<file path="config.mk">
export PLATFORM = sky130hd
export DESIGN_NAME = hazard_unit
export DESIGN_NICKNAME = d
export VERILOG_FILES = /design/src/rtl/hazard_unit.sv
export SDC_FILE = /design/constraint.sdc
export NUM_CORES = 1
export LEC_CHECK = 0
export ABC_AREA = 1
export BUFFER_PORTS_ARGS = -buffer_cell sky130_fd_sc_hd__buf_2
export CAP_MARGIN = 20
export CELL_PAD_IN_SITES_DETAIL_PLACEMENT = 0
export CELL_PAD_IN_SITES_GLOBAL_PLACEMENT = 1
export CORE_MARGIN = 3
export CORE_UTILIZATION = 33
export DETAILED_ROUTE_END_ITERATION = 12
export PLACE_DENSITY_LB_ADDON = 0.1
export SKIP_CTS_REPAIR_TIMING = 1
export SLEW_MARGIN = 5
export SYNTH_ARGS = -nofsm -noshare
export SYNTH_HDL_FRONTEND = slang
export SYNTH_SLANG_ARGS = --single-unit
export TNS_END_PERCENT = 1
</file>
<file path="constraint.sdc">
create_clock -name CLK -period 1.8 [get_ports CLK]
set_clock_uncertainty 0.15 [all_clocks]
set_input_delay 0.18 -clock CLK [delete_from_list [all_inputs] [get_ports CLK]]
set_output_delay 0.18 -clock CLK [all_outputs]
set_load 0.01 [all_outputs]
</file>
<file path="src/rtl/hazard_unit.sv">
// hazard_unit
// Pipeline control for a five-stage pipeline. It drives the enable and
// synchronous flush of the IF/ID, ID/EX, EX/MEM and MEM/WB registers and the
// PC write enable.
//
// Ports:
//   CLK, nRST                      clock, synchronous active-low reset
//   ihit, dhit                     instruction / data memory handshake
//   ifid_rs, ifid_rt               sources of the instruction in IF/ID
//   idex_dREN, idex_wsel           load flag and destination in ID/EX
//   exmem_dREN, exmem_dWEN         memory op in EX/MEM
//   exmem_redirect, exmem_halt     control transfer / halt in EX/MEM
//   pc_en, *_en, *_flush           pipeline register controls
//   halted                         sticky halt indication
//   stall_cnt, flush_cnt           event counters (wrap modulo 2^CNT_W)
module hazard_unit #(
    parameter int unsigned CNT_W = 32
) (
    input  logic             CLK,
    input  logic             nRST,
    input  logic             ihit,
    input  logic             dhit,
    input  logic [4:0]       ifid_rs,
    input  logic [4:0]       ifid_rt,
    input  logic             idex_dREN,
    input  logic [4:0]       idex_wsel,
    input  logic             exmem_dREN,
    input  logic             exmem_dWEN,
    input  logic             exmem_redirect,
    input  logic             exmem_halt,
    output logic             pc_en,
    output logic             ifid_en,
    output logic             idex_en,
    output logic             exmem_en,
    output logic             memwb_en,
    output logic             ifid_flush,
    output logic             idex_flush,
    output logic             exmem_flush,
    output logic             memwb_flush,
    output logic             halted,
    output logic [CNT_W-1:0] stall_cnt,
    output logic [CNT_W-1:0] flush_cnt
);

    typedef enum logic [1:0] {RUN, DRAIN, HALTED} state_t;

    state_t           state_q, state_d;
    logic             halted_q, halted_d;
    logic [CNT_W-1:0] stall_cnt_q, stall_cnt_d;
    logic [CNT_W-1:0] flush_cnt_q, flush_cnt_d;

    logic mem_busy;
    logic load_use;
    logic redirect_taken;

    assign mem_busy = (exmem_dREN | exmem_dWEN) & ~dhit;
    assign load_use = idex_dREN & (idex_wsel != 5'd0) &
                      ((idex_wsel == ifid_rs) | (idex_wsel == ifid_rt));

    always_comb begin
        state_d        = state_q;
        pc_en          = 1'b1;
        ifid_en        = 1'b1;
        idex_en        = 1'b1;
        exmem_en       = 1'b1;
        memwb_en       = 1'b1;
        ifid_flush     = 1'b0;
        idex_flush     = 1'b0;
        exmem_flush    = 1'b0;
        memwb_flush    = 1'b0;
        redirect_taken = 1'b0;

        unique case (state_q)
            RUN: begin
                // Strict priority: only the first matching hazard acts.
                if (mem_busy) begin
                    pc_en       = 1'b0;
                    ifid_en     = 1'b0;
                    idex_en     = 1'b0;
                    exmem_en    = 1'b0;
                    memwb_flush = 1'b1;
                end else if (exmem_halt) begin
                    pc_en       = 1'b0;
                    ifid_flush  = 1'b1;
                    idex_flush  = 1'b1;
                    exmem_flush = 1'b1;
                    state_d     = DRAIN;
                end else if (exmem_redirect) begin
                    ifid_flush     = 1'b1;
                    idex_flush     = 1'b1;
                    exmem_flush    = 1'b1;
                    redirect_taken = 1'b1;
                end else if (load_use) begin
                    pc_en      = 1'b0;
                    ifid_en    = 1'b0;
                    idex_flush = 1'b1;
                end else if (!ihit) begin
                    pc_en      = 1'b0;
                    ifid_flush = 1'b1;
                end
            end
            DRAIN: begin
                pc_en    = 1'b0;
                ifid_en  = 1'b0;
                idex_en  = 1'b0;
                exmem_en = 1'b0;
                memwb_en = 1'b0;
                state_d  = HALTED;
            end
            HALTED: begin
                pc_en    = 1'b0;
                ifid_en  = 1'b0;
                idex_en  = 1'b0;
                exmem_en = 1'b0;
                memwb_en = 1'b0;
            end
            default: state_d = RUN;
        endcase

        // Reset clears every pipeline register regardless of state.
        if (!nRST) begin
            pc_en          = 1'b0;
            ifid_en        = 1'b0;
            idex_en        = 1'b0;
            exmem_en       = 1'b0;
            memwb_en       = 1'b0;
            ifid_flush     = 1'b1;
            idex_flush     = 1'b1;
            exmem_flush    = 1'b1;
            memwb_flush    = 1'b1;
            redirect_taken = 1'b0;
        end
    end

    always_comb begin
        halted_d    = halted_q | (state_q == DRAIN);
        stall_cnt_d = stall_cnt_q;
        flush_cnt_d = flush_cnt_q;
        if (state_q == RUN && !pc_en) begin
            stall_cnt_d = stall_cnt_q + CNT_W'(1);
        end
        if (redirect_taken) begin
            flush_cnt_d = flush_cnt_q + CNT_W'(1);
        end
    end

    always_ff @(posedge CLK) begin
        if (!nRST) begin
            state_q     <= RUN;
            halted_q    <= 1'b0;
            stall_cnt_q <= '0;
            flush_cnt_q <= '0;
        end else begin
            state_q     <= state_d;
            halted_q    <= halted_d;
            stall_cnt_q <= stall_cnt_d;
            flush_cnt_q <= flush_cnt_d;
        end
    end

    assign halted    = halted_q;
    assign stall_cnt = stall_cnt_q;
    assign flush_cnt = flush_cnt_q;

endmodule

</file>
Word level (Yosys, flattened, before mapping)
Cells that the tools add are included.

operators by class
  add/subtract/negate cells = 2
  equal/unequal tests = 6
  muxes and demuxes = 46
  bitwise gates (word level) = 8
  reduce and logical (&&, ||, !) cells = 6

operators by type and width
  operator                 number
  $add A32 B1 Y32 const B  2
  $mux W1                  40
  $eq A5 B5 Y1             2
  $pmux W1 S2              3
  $pmux W2 S3              1
  $reduce_bool A5 Y1       1
  $mux W2                  2
  $ne A2 B2 Y1 const B     2
  $and A1 B1 Y1            3
  $or A1 B1 Y1             3
  $reduce_and A3 Y1        1
  $eq A2 B1 Y1 const B     1
  $eq A2 B2 Y1 const B     1
  $logic_not A2 Y1         1
  $not A1 Y1               2
  $reduce_or A2 Y1         1
  $logic_and A1 B1 Y1      1
  $logic_not A1 Y1         1

word-level totals
  register bits after elaboration = 67
  bits of input ports = 24
  output and inout bits = 74
  logic and storage cells = 72

Logic depth before layout (Yosys ltp)
Gate-level depths: netlist (run 1).

  depth in word-level cells = 11
  gate-level depth with buffers = 16
  depth with buffers taken out = 15

Least setup slack after synthesis (run 1)
No wires, ideal clock.

  kind = flip-flop to flip-flop
  start = reg state_q[0]
  end = reg flush_cnt_q[22], in the netlist flush_cnt[22]
  setup time = 0.115 ns
  arrival = 1.724 ns
  data required time = 1.535 ns
  setup slack = -0.189 ns
  cell stages (with the launch flop) = 15
  buffers on the path = 1
  period minus slack after synthesis = 1.989 ns
  path through = dfxtp_1 > inv_1 > ha_1 > buf_4 > nand2_1 > nor3_2 > nand2_2 > nor2_2 > nand2_1 > nor2_2 > inv_2 > nor3_4 > nand4_1 > nand2_1 > nor2_1

on the way
  longest elaborated chain between the ends = 3

RTL lines
  element                   RTL line  RTL
  start: declaration        47        state_t state_q, state_d;
  start signal: assignment  154       state_q <= state_d;
  $logic_not A2 Y1          73        unique case (state_q)
  $mux W1                   73
  $mux W1                   121       if (!nRST) begin
  end signal: assignment    157       flush_cnt_q <= flush_cnt_d;
  end: declaration          50        logic [CNT_W-1:0] flush_cnt_q, flush_cnt_d;

Every way passes these cells.
A chain may end at the register's enable or synchronous reset.

Worst setup path in the final report (run 1)
  start = reg state_q[1]
  end = out pc_en

on the way
  longest elaborated chain between the ends = 4
  elaborated cells on any way between the ends = 6
  classes of those cells = 2 x eq/ne; 2 x mux; 2 x reduce/logical

RTL lines
  element                                              RTL line  RTL
  $eq A2 B1 Y1 / $eq A2 B2 Y1 (equally long branches)  73
  $reduce_or A2 Y1 (no source line)                    --
  $pmux W1 S2 *                                        73
  $mux W1 *                                            121
  end: declaration                                     31        output logic pc_en,

Mark *: on every way between the ends. The rest lies on a longest branch, timed or not.

==> metrics.md, run 1 <==
| Metric | Value |
|---|---|
| Core box area | `0.0116 mm2` |
| Worst hold path class | `input port to register` |
| Slew Limit Headroom | `0.778` |
| Worst hold path startpoint | `nRST` |
| Setup Viol. Count Final | `36` |
| Predominant post-synthesis flop cell | `dfxtp_1` |
| GRT Total Usage | `0.200` |
| Die footprint | `0.0133 mm2` |
| Met2 Usage GRT | `0.304` |
| # IOs | `98` |
| Hold Vio Cnt, Final | `0` |
| Kind of critical path | `register to output port` |
| Critical Path Source Type | `register` |
| # fillers | `1183` |
| Worst skew pair latency | `0.34 ns` |
| Final nets | `842` |
| Seq cells post-synth | `67` |
| CTS Buf Count | `9` |
| Die X | `115 um` |
| Multi-input logic area | `0.00253 mm2` |
| Site Rows | `39` |
| Clock transition at path regs | `0.06 ns` |
| ANT nets after route | `0` |
| Netlist Area Pre-Place | `0.00395 mm2` |
| Vias/cell | `4.78` |
| PortBufs | `97` |
| Failing checks | `negative setup slack` |
| Synth cell types | `34` |
| First-pass GRT wire length | `21.2 mm` |
| Initial antenna violation count | `0` |
| Hold Path Depth | `4` |
| Seq/Total Area, Yosys | `0.339` |
| Worst Slack Setup Final | `-0.279 ns` |
| Synth Instances | `610` |
| Initial DRT Pass Iterations | `4` |
| RSZ-0062 raised after global routing | `yes` |
| Worst Setup SP | `state_q[1]` |
| Via count | `4595` |
| WP data required | `1.47 ns` |
| Dpl hpwl | `9.91 mm` |
| Period Utilization, post-route | `1.15` |
| Comb power frac | `0.337` |
| Post-synth top cells | `nand2_1, nor2_1, dfxtp_1` |
| Post-synth EDFFs | `0` |
| Congestion Overflow GR | `0` |
| Ys Warns | `0` |
| Hold EP | `flush_cnt[8]` |
| Critical Path AT | `1.75 ns` |
| Worst-path maximum fanout | `21` |
| Area growth syn-to-layout | `51.6%` |
| Cell Int Power | `0.00362 W` |
| Worst VDD drop | `0.000535 V` |
| Syn Area/Cell | `6.48 um2` |
| Switching Share | `0.332` |
| GR Util met3 | `0.0418` |
| Top cells by area, synth | `dfxtp_1, nand2_1, nor2_1, a21oi_1, inv_1` |
| R2R Setup Slk | `-0.25 ns` |
| Sequential share of power | `0.316` |
| Residual DRC | `0` |
| Register Area | `0.00135 mm2` |
| Clock share of power | `0.347` |
| Layout cells sized above 1 | `0.368` |
| P_sw | `0.00180 W` |
| Global routing's busiest layer | `met2` |
| CTS tree | `yes` |
| Routed len/inst | `13.6 um` |
| Yosys top cell by area | `dfxtp_1` |
| RR Startpoint | `state_q[1]` |
| Drt initial violations | `255` |
| R2r endpoint | `flush_cnt[30]` |
| Status | `complete, but fails checks` |
| Max Slew Vio Count | `0` |
| Final Wtd Congestion | `0.846` |
| Clock root buffer master | `clkbuf_16` |
| CTS Sinks | `67` |
| Placed Cells | `936` |
| Largest net degree at the start of global routing | `30` |
| Net count after synthesis | `639` |
| Post-synth ARST share | `0` |
| Max-Cap Viols | `0` |
| Die Y-Extent | `115 um` |
| CTS Buffer Depth | `2` |
| Fmax | `0.481 GHz` |
| Met1 usage | `0.279` |
| PwrDens | `905 mW/mm2` |
| H-tree depth | `3` |
| Vias in the first global route | `4358` |
| Share of Yosys cell area claimed by the top area cell type | `0.339` |
| Worst R2R Path Depth | `13` |
| Most frequent cell after synthesis | `nand2_1` |
| Non-Filler Instances | `961` |
| Crit path capture type | `output port` |
| ANT cells | `0` |
| Initial Util | `0.342` |
| Routed WL | `13.0 mm` |
| Worst-margin pin slew | `0.333 ns` |
| Setup TNS | `-4.74 ns` |
| Static leakage | `2.77 nW` |
| Tmin final | `2.08 ns` |
==> final cells by class <==
class | instances | area share
sequential | 67 | 0.226
clock buffer | 11 | 0.0389
clock inverter | 5 | 0.0130
inverter | 68 | 0.0432
tap | 143 | 0.0299
timing repair buffer | 209 | 0.226
multi-input combinational | 458 | 0.423
==> through the flow <==
step	cell area, um2	hold WS, ns	util	power [W]	setup slack [ns]
6_report	5990	0.129	0.518	0.00542	-0.279
5_1_grt	5990	0.147	0.518	0.00573	-0.428
4_1_cts	5640	-0.0304	0.488	0.00529	-0.389
3_5_place_dp	5330	0.306	0.461	0.00339	-0.262
3_3_place_gp	5330	0.317	0.461	0.00336	-0.198
2_1_floorplan	3950	0.324	-	0.00257	-0.189
==> worst max-delay path by stage <==
stage / endpoint / cells after the start
2_1_floorplan: flush_cnt[22] / 14
3_3_place_gp: flush_cnt[30] / 12
3_5_place_dp: stall_cnt[28] / 12
4_1_cts: pc_en / 9
5_1_grt: flush_cnt[22] / 13
6_report: pc_en / 9
==> state kept, by name, indices dropped and copies added, names as in the netlist <==
| name | count |
|---|---|
| state_q | 2 |
| stall_cnt | 32 |
| flush_cnt | 32 |
| halted | 1 |
==> critical path: stages (launching register included) <==
cell	delay, ns
dfxtp_2	0.34
inv_2	0.05
ha_4	0.16
buf_4	0.17
a21oi_2	0.18
inv_2	0.07
nand2_2	0.10
buf_12	0.15
inv_1	0.04
buf_2	0.13
==> placed cells by master (no fill, tap or decap), types with 4 or more instances in the layout <==
cell,count
buf_4,109
a31oi_1,4
nand2_2,8
nand3_1,25
clkbuf_16,9
nand4_1,19
inv_1,55
nor2_1,78
nand2_1,151
nor3_1,11
a21oi_1,50
nor4_2,5
o21ai_0,16
nor2_2,10
dfxtp_1,62
buf_2,97
inv_2,12
xnor2_1,9
nor2_4,5
nor3_2,12
xor2_1,21
==> power by group through the flow <==
stage	Combinational, W	Sequential (W)	Clock [W]
after floorplan	0.000838	0.00174	0
after global placement	0.00166	0.00169	0
after detailed placement	0.00168	0.00170	0
after CTS	0.00169	0.00167	0.00193
after global routing	0.00202	0.00172	0.00198
final	0.00182	0.00171	0.00188
==> routing by layer <==
layer	vias up	routed length, um
met5	-	0
met4	0	189
met3	11	665
met2	97	5850
met1	2102	6330
li1	2385	-
==> cell families (layout without fill, tap and decap cells) <==
family                     Yosys count  after routing  share of synthesized area
AOI/OAI and AO/OA                   82             82                      0.112
xor gates and xnor gates            30             30                     0.0665
adders and majority gates            5              5                     0.0158
buffers and inverters               85            293                     0.0855
DFF                                 67             67                      0.339
and+or+nand+nor                    341            341                      0.380
No activity file was read; power rests on OpenSTA's default activity.
==> inputs of run 2 (changes only) <==
--- a/config.mk
+++ b/config.mk
@@ -11,7 +11,7 @@
 export CELL_PAD_IN_SITES_DETAIL_PLACEMENT = 0
 export CELL_PAD_IN_SITES_GLOBAL_PLACEMENT = 1
 export CORE_MARGIN = 3
-export CORE_UTILIZATION = 33
+export CORE_UTILIZATION = 40
 export DETAILED_ROUTE_END_ITERATION = 12
 export PLACE_DENSITY_LB_ADDON = 0.1
 export SKIP_CTS_REPAIR_TIMING = 1
==> constraint.sdc (replaced) <==
create_clock -name CLK -period 2.63 [get_ports CLK]
set_clock_uncertainty 0.15 [all_clocks]
set_input_delay 0.263 -clock CLK [delete_from_list [all_inputs] [get_ports CLK]]
set_output_delay 0.263 -clock CLK [all_outputs]
set_load 0.01 [all_outputs]
==> metrics.md, run 2 (synthesis results as in run 1) <==
| Metric | Value |
|---|---|
| ANT nets after route | `0 (unchanged)` |
| CTS tree | `yes (unchanged)` |
| Cell Area, Placed | `0.00456 mm2 (was 0.00533 mm2)` |
| Largest net degree at the start of global routing | `41 (was 30)` |
| CTS Sinks | `67 (unchanged)` |
| Critical Path Source Type | `register (unchanged)` |
| Core box area | `0.00942 mm2 (was 0.0116 mm2)` |
| # fillers | `994 (was 1183)` |
| Worst path max stage delay | `0.35 ns (was 0.34 ns)` |
| Routed len/inst | `13.1 um (was 13.6 um)` |
| Fin area | `0.00476 mm2 (was 0.00599 mm2)` |
| CTS Buffer Depth | `2 (unchanged)` |
| Max Slew Vio Count | `0 (unchanged)` |
| Fmax | `0.421 GHz` |
| First-pass GRT wire length | `18.8 mm (was 21.2 mm)` |
| Final nets | `736 (was 842)` |
| Congestion Overflow GR | `0 (unchanged)` |
| Worst VDD drop | `0.000359 V (was 0.000535 V)` |
| Most frequent cells in the layout | `nand2_1, buf_2, nor2_1, dfxtp_1, inv_1 (was nand2_1, buf_4, buf_2, nor2_1, dfxtp_1)` |
| Residual DRC | `0 (unchanged)` |
| WP data required | `2.22 ns (was 1.47 ns)` |
| Setup TNS | `0 ns (was -4.74 ns)` |
| Worst R2R Path Depth | `12 (was 13)` |
| Drt initial violations | `164 (was 255)` |
| R2r endpoint | `stall_cnt[28] (was flush_cnt[30])` |
| Site Rows | `35 (was 39)` |
| PortBufs | `97 (unchanged)` |
| Clock root buffer master | `clkbuf_8 (was clkbuf_16)` |
| R2R Setup Slk | `0.34 ns (was -0.25 ns)` |
| # IOs | `98 (unchanged)` |
| Status | `complete, no violations (was complete, but fails checks)` |
| H-tree depth | `3 (unchanged)` |
| Crit path capture type | `output port (unchanged)` |
| Period Utilization, post-route | `0.902` |
| GRT Total Usage | `0.205 (was 0.200)` |
| Vias/cell | `4.95 (was 4.78)` |
| Slowest CP cell | `a21oi_1 (was dfxtp_2)` |
| RR Startpoint | `stall_cnt[0] (was state_q[1])` |
| Setup Viol. Count Final | `0 (was 36)` |
| Multi-input logic area | `0.00227 mm2 (was 0.00253 mm2)` |
| Worst-path maximum fanout | `9 (was 21)` |
| Initial DRT Pass Iterations | `4 (unchanged)` |
| Die X | `105 um (was 115 um)` |
| Initial antenna violation count | `0 (unchanged)` |
| Placed Cells | `825 (was 936)` |
| Worst hold path startpoint | `exmem_halt (was nRST)` |
| Layout cells sized above 1 | `0.201 (was 0.368)` |
| Dpl hpwl | `8.26 mm (was 9.91 mm)` |
| Non-Filler Instances | `841 (was 961)` |
| Max-Cap Viols | `0 (unchanged)` |
| CP dominant cell by count | `inv_1 (was inv_2)` |
| Total Power | `0.00293 W (was 0.00542 W)` |
| ANT cells | `0 (unchanged)` |
| CTS Buf Count | `9 (unchanged)` |
| Most common cell after layout, fill and taps aside | `nand2_1 (unchanged)` |
| Via count | `4160 (was 4595)` |
| Die footprint | `0.0111 mm2 (was 0.0133 mm2)` |
| Initial Util | `0.420 (was 0.342)` |
| Worst path cell trace | `inv_1, ha_1, buf_4, a21oi_1, inv_2, nand2_1, inv_1, nand2_1, inv_1, buf_2 (was inv_2, ha_4, buf_4, a21oi_2, inv_2, nand2_2, buf_12, inv_1, buf_2)` |
| Hold Path Depth | `5 (was 4)` |
| Worst skew pair latency | `0.35 ns (was 0.34 ns)` |
| RSZ-0062 raised after global routing | `no (was yes)` |
| Routed WL | `11.0 mm (was 13.0 mm)` |
| Vias in the first global route | `3841 (was 4358)` |
| PwrDens | `614 mW/mm2 (was 905 mW/mm2)` |
| Fin Hold WS | `0.261 ns (was 0.129 ns)` |
| Kind of critical path | `register to output port (unchanged)` |
| Register Area | `0.00134 mm2 (was 0.00135 mm2)` |
| Worst hold path class | `input port to register (unchanged)` |
| Tmin final | `2.37 ns` |
| Final Wtd Congestion | `0.886 (was 0.846)` |
| Clock transition at path regs | `0.07 ns (was 0.06 ns)` |
| Worst-margin pin slew | `0.634 ns (was 0.333 ns)` |
| Hold Vio Cnt, Final | `0 (unchanged)` |
| Hold EP | `state_q[0] (was flush_cnt[8])` |
| Area growth syn-to-layout | `20.5% (was 51.6%)` |
| Die Y-Extent | `105 um (was 115 um)` |
| Static leakage | `2.11 nW (was 2.77 nW)` |
| Slew Limit Headroom | `0.574 (was 0.778)` |
| Critical Path AT | `1.96 ns (was 1.75 ns)` |
run 2: per-layer routing:
layer	vias to the layer above	global-route usage	share of wire	wire length [um]
met1	1867	0.297	0.50	5520
met3	9	0.0423	0.063	691
met2	111	0.305	0.42	4650
met5	-	0	0	0
met4	0	0.0609	0.011	126
li1	2173	-	-	-
run 2: through the flow:
stage                     setup WS [ns]   util
final                             0.257  0.506
after global routing             0.0495  0.506
after CTS                         0.243  0.506
after detailed placement          0.381  0.484
after global placement            0.410  0.484
after floorplan                   0.641      -
run 2: report_power, final:
part | switching (W) | total [W] | internal (W)
combinational | 0.000590 | 0.000876 | 0.000286
sequential | 0.0000728 | 0.00116 | 0.00108
clock | 0.000431 | 0.000894 | 0.000464
run 2: worst max-delay path: cells and delay by family (launching register included):
kind	cells	cell delay (ns)
AOI/OAI and AO/OA	1	0.35
DFF	1	0.34
buffers and inverters	6	0.59
and+or+nand+nor	2	0.13
adders and majority gates	1	0.21
run 2: worst max-delay path by stage:
stage	cells after the start	slack (ns)	to	from
final	10	0.26	ifid_en	state_q[0]
after global routing	10	0.05	ifid_en	state_q[0]
after CTS	10	0.24	ifid_en	state_q[0]
after detailed placement	12	0.38	stall_cnt[28]	stall_cnt[0]
after global placement	12	0.41	stall_cnt[26]	stall_cnt[0]
after floorplan	14	0.64	flush_cnt[22]	state_q[0]
run 2: layout make-up:
cell class	count	area share
clock buffer	10	0.0289
clock inverter	6	0.0134
inverter	68	0.0536
multi-input combinational	458	0.477
sequential	67	0.282
tap	129	0.0339
timing repair buffer	103	0.111
==> inputs of run 3 (changes only) <==
--- a/config.mk
+++ b/config.mk
@@ -6,14 +6,15 @@
 export NUM_CORES = 1
 export LEC_CHECK = 0
 export ABC_AREA = 1
-export BUFFER_PORTS_ARGS = -buffer_cell sky130_fd_sc_hd__buf_2
+export BUFFER_PORTS_ARGS = -buffer_cell sky130_fd_sc_hd__buf_4
 export CAP_MARGIN = 20
 export CELL_PAD_IN_SITES_DETAIL_PLACEMENT = 0
 export CELL_PAD_IN_SITES_GLOBAL_PLACEMENT = 1
 export CORE_MARGIN = 3
 export CORE_UTILIZATION = 40
 export DETAILED_ROUTE_END_ITERATION = 12
-export PLACE_DENSITY_LB_ADDON = 0.1
+export GPL_TIMING_DRIVEN = 1
+export PLACE_DENSITY = 0.95
 export SKIP_CTS_REPAIR_TIMING = 1
 export SLEW_MARGIN = 5
 export SYNTH_ARGS = -nofsm -noshare
==> metrics.md, run 3 (synthesis results as in run 1) <==
| Metric | Value |
|---|---|
| Initial DRT Pass Iterations | `5 (was 4)` |
| CTS Buf Count | `9 (unchanged)` |
| Setup TNS | `0 ns (unchanged)` |
| Fmax | `0.422 GHz (was 0.421 GHz)` |
| Register Area | `0.00134 mm2 (unchanged)` |
| Worst hold path startpoint | `exmem_halt (unchanged)` |
| Critical Path Source Type | `register (unchanged)` |
| Core box area | `0.00942 mm2 (unchanged)` |
| Worst hold path class | `input port to register (unchanged)` |
| Max-Cap Viols | `0 (unchanged)` |
| CTS tree | `yes (unchanged)` |
| Worst-path maximum fanout | `16 (was 9)` |
| Tmin final | `2.37 ns (about the same)` |
| Status | `complete, no violations (unchanged)` |
| Die footprint | `0.0111 mm2 (unchanged)` |
| Most frequent cells in the layout | `nand2_1, buf_4, nor2_1, dfxtp_1, inv_1 (was nand2_1, buf_2, nor2_1, dfxtp_1, inv_1)` |
| PortBufs | `97 (unchanged)` |
| Total Power | `0.00290 W (was 0.00293 W)` |
| Setup Viol. Count Final | `0 (unchanged)` |
| RR Startpoint | `state_q[1] (was stall_cnt[0])` |
| Site Rows | `35 (unchanged)` |
| Congestion Overflow GR | `0 (unchanged)` |
| Setup slack at placement | `0.256 ns (was 0.381 ns)` |
| Initial antenna violation count | `0 (unchanged)` |
| Routed len/inst | `13.0 um (was 13.1 um)` |
| Final nets | `735 (was 736)` |
| Die Y-Extent | `105 um (unchanged)` |
| RSZ-0062 raised after global routing | `no (unchanged)` |
| Hold Vio Cnt, Final | `0 (unchanged)` |
| # fillers | `941 (was 994)` |
| Max Slew Vio Count | `0 (unchanged)` |
| Worst-margin pin slew | `0.687 ns (was 0.634 ns)` |
| Kind of critical path | `register to output port (unchanged)` |
| Non-Filler Instances | `839 (was 841)` |
| Clock root buffer master | `clkbuf_8 (unchanged)` |
| Slew Limit Headroom | `0.538 (was 0.574)` |
| Worst skew pair latency | `0.35 ns (about the same)` |
| Static leakage | `2.12 nW (was 2.11 nW)` |
| Final Wtd Congestion | `0.896 (was 0.886)` |
| Worst VDD drop | `0.000304 V (was 0.000359 V)` |
| Crit path capture type | `output port (unchanged)` |
| Period Utilization, post-route | `0.902 (about the same)` |
| Largest net degree at the start of global routing | `42 (was 41)` |
| Area growth syn-to-layout | `26.1% (was 20.5%)` |
| CTS Sinks | `67 (unchanged)` |
| # IOs | `98 (unchanged)` |
| Clock transition at path regs | `0.07 ns (about the same)` |
| H-tree depth | `3 (unchanged)` |
| Fin Hold WS | `0.267 ns (was 0.261 ns)` |
| Most common cell after layout, fill and taps aside | `nand2_1 (unchanged)` |
| Die X | `105 um (unchanged)` |
| Worst Slack Setup Final | `0.258 ns (was 0.257 ns)` |
| Residual DRC | `0 (unchanged)` |
| Vias in the first global route | `3856 (was 3841)` |
| ANT nets after route | `0 (unchanged)` |
| Drt initial violations | `226 (was 164)` |
| Critical Path AT | `1.96 ns (about the same)` |
| Worst Setup SP | `state_q[0] (unchanged)` |
| WP data required | `2.22 ns (about the same)` |
| Initial Util | `0.420 (unchanged)` |
| Routed WL | `10.9 mm (was 11.0 mm)` |
| Placed Cells | `824 (was 825)` |
| PwrDens | `582 mW/mm2 (was 614 mW/mm2)` |
| First-pass GRT wire length | `18.2 mm (was 18.8 mm)` |
| Dpl hpwl | `8.30 mm (was 8.26 mm)` |
| CTS Buffer Depth | `2 (unchanged)` |
| GRT Total Usage | `0.197 (was 0.205)` |
| Via count | `4198 (was 4160)` |
| Layout cells sized above 1 | `0.199 (was 0.201)` |
| Vias/cell | `5.00 (was 4.95)` |
| Multi-input logic area | `0.00228 mm2 (was 0.00227 mm2)` |
| ANT cells | `0 (unchanged)` |
[run 3: path summary, 6_finish.rpt]
kind | depth (start not counted) | end | slack, ns
max | 8 | pc_en | 0.26
min | 5 | state_q[0] | 0.27
max reg2reg | 13 | flush_cnt[13] | 0.29
min reg2reg | 2 | halted | 0.33
[run 3: worst max-delay path, stage by stage (launching register included)]
cell     delay (ns)
dfxtp_1        0.34
inv_1          0.08
ha_1           0.21
buf_4          0.18
a21oi_2        0.25
inv_2          0.08
nand2_2        0.24
inv_1          0.08
buf_4          0.15
[run 3: power breakdown]
| group | switching [W] | total (W) | internal (W) |
|---|---|---|---|
| logic | 0.000584 | 0.000938 | 0.000354 |
| registers | 0.0000734 | 0.00116 | 0.00108 |
| clock network | 0.000392 | 0.000804 | 0.000412 |
[run 3: area by class of cell]
| class | count | area share |
|---|---|---|
| well taps | 129 | 0.0324 |
| repair buffers | 102 | 0.154 |
| multi-input cells | 458 | 0.457 |
| clock inverters | 2 | 0.00201 |
| flip-flops and latches | 67 | 0.269 |
| inverters | 68 | 0.0517 |
| clock buffers | 13 | 0.0339 |
[run 3: metal layers]
metal  track usage  vias up  share of wire  wire length (um)
li1              -     2173              -                 -
met4        0.0459        0         0.0085                93
met3        0.0514        8          0.068               747
met5             0        -              0                 0
met1         0.253     1882           0.46              4980
met2         0.328      135           0.47              5120
[run 3: through the flow]
step	area [um2]	util
after floorplan	3950	-
after global placement	4800	0.509
after detailed placement	4800	0.509
after CTS	4970	0.528
after global routing	4980	0.529
final	4980	0.529
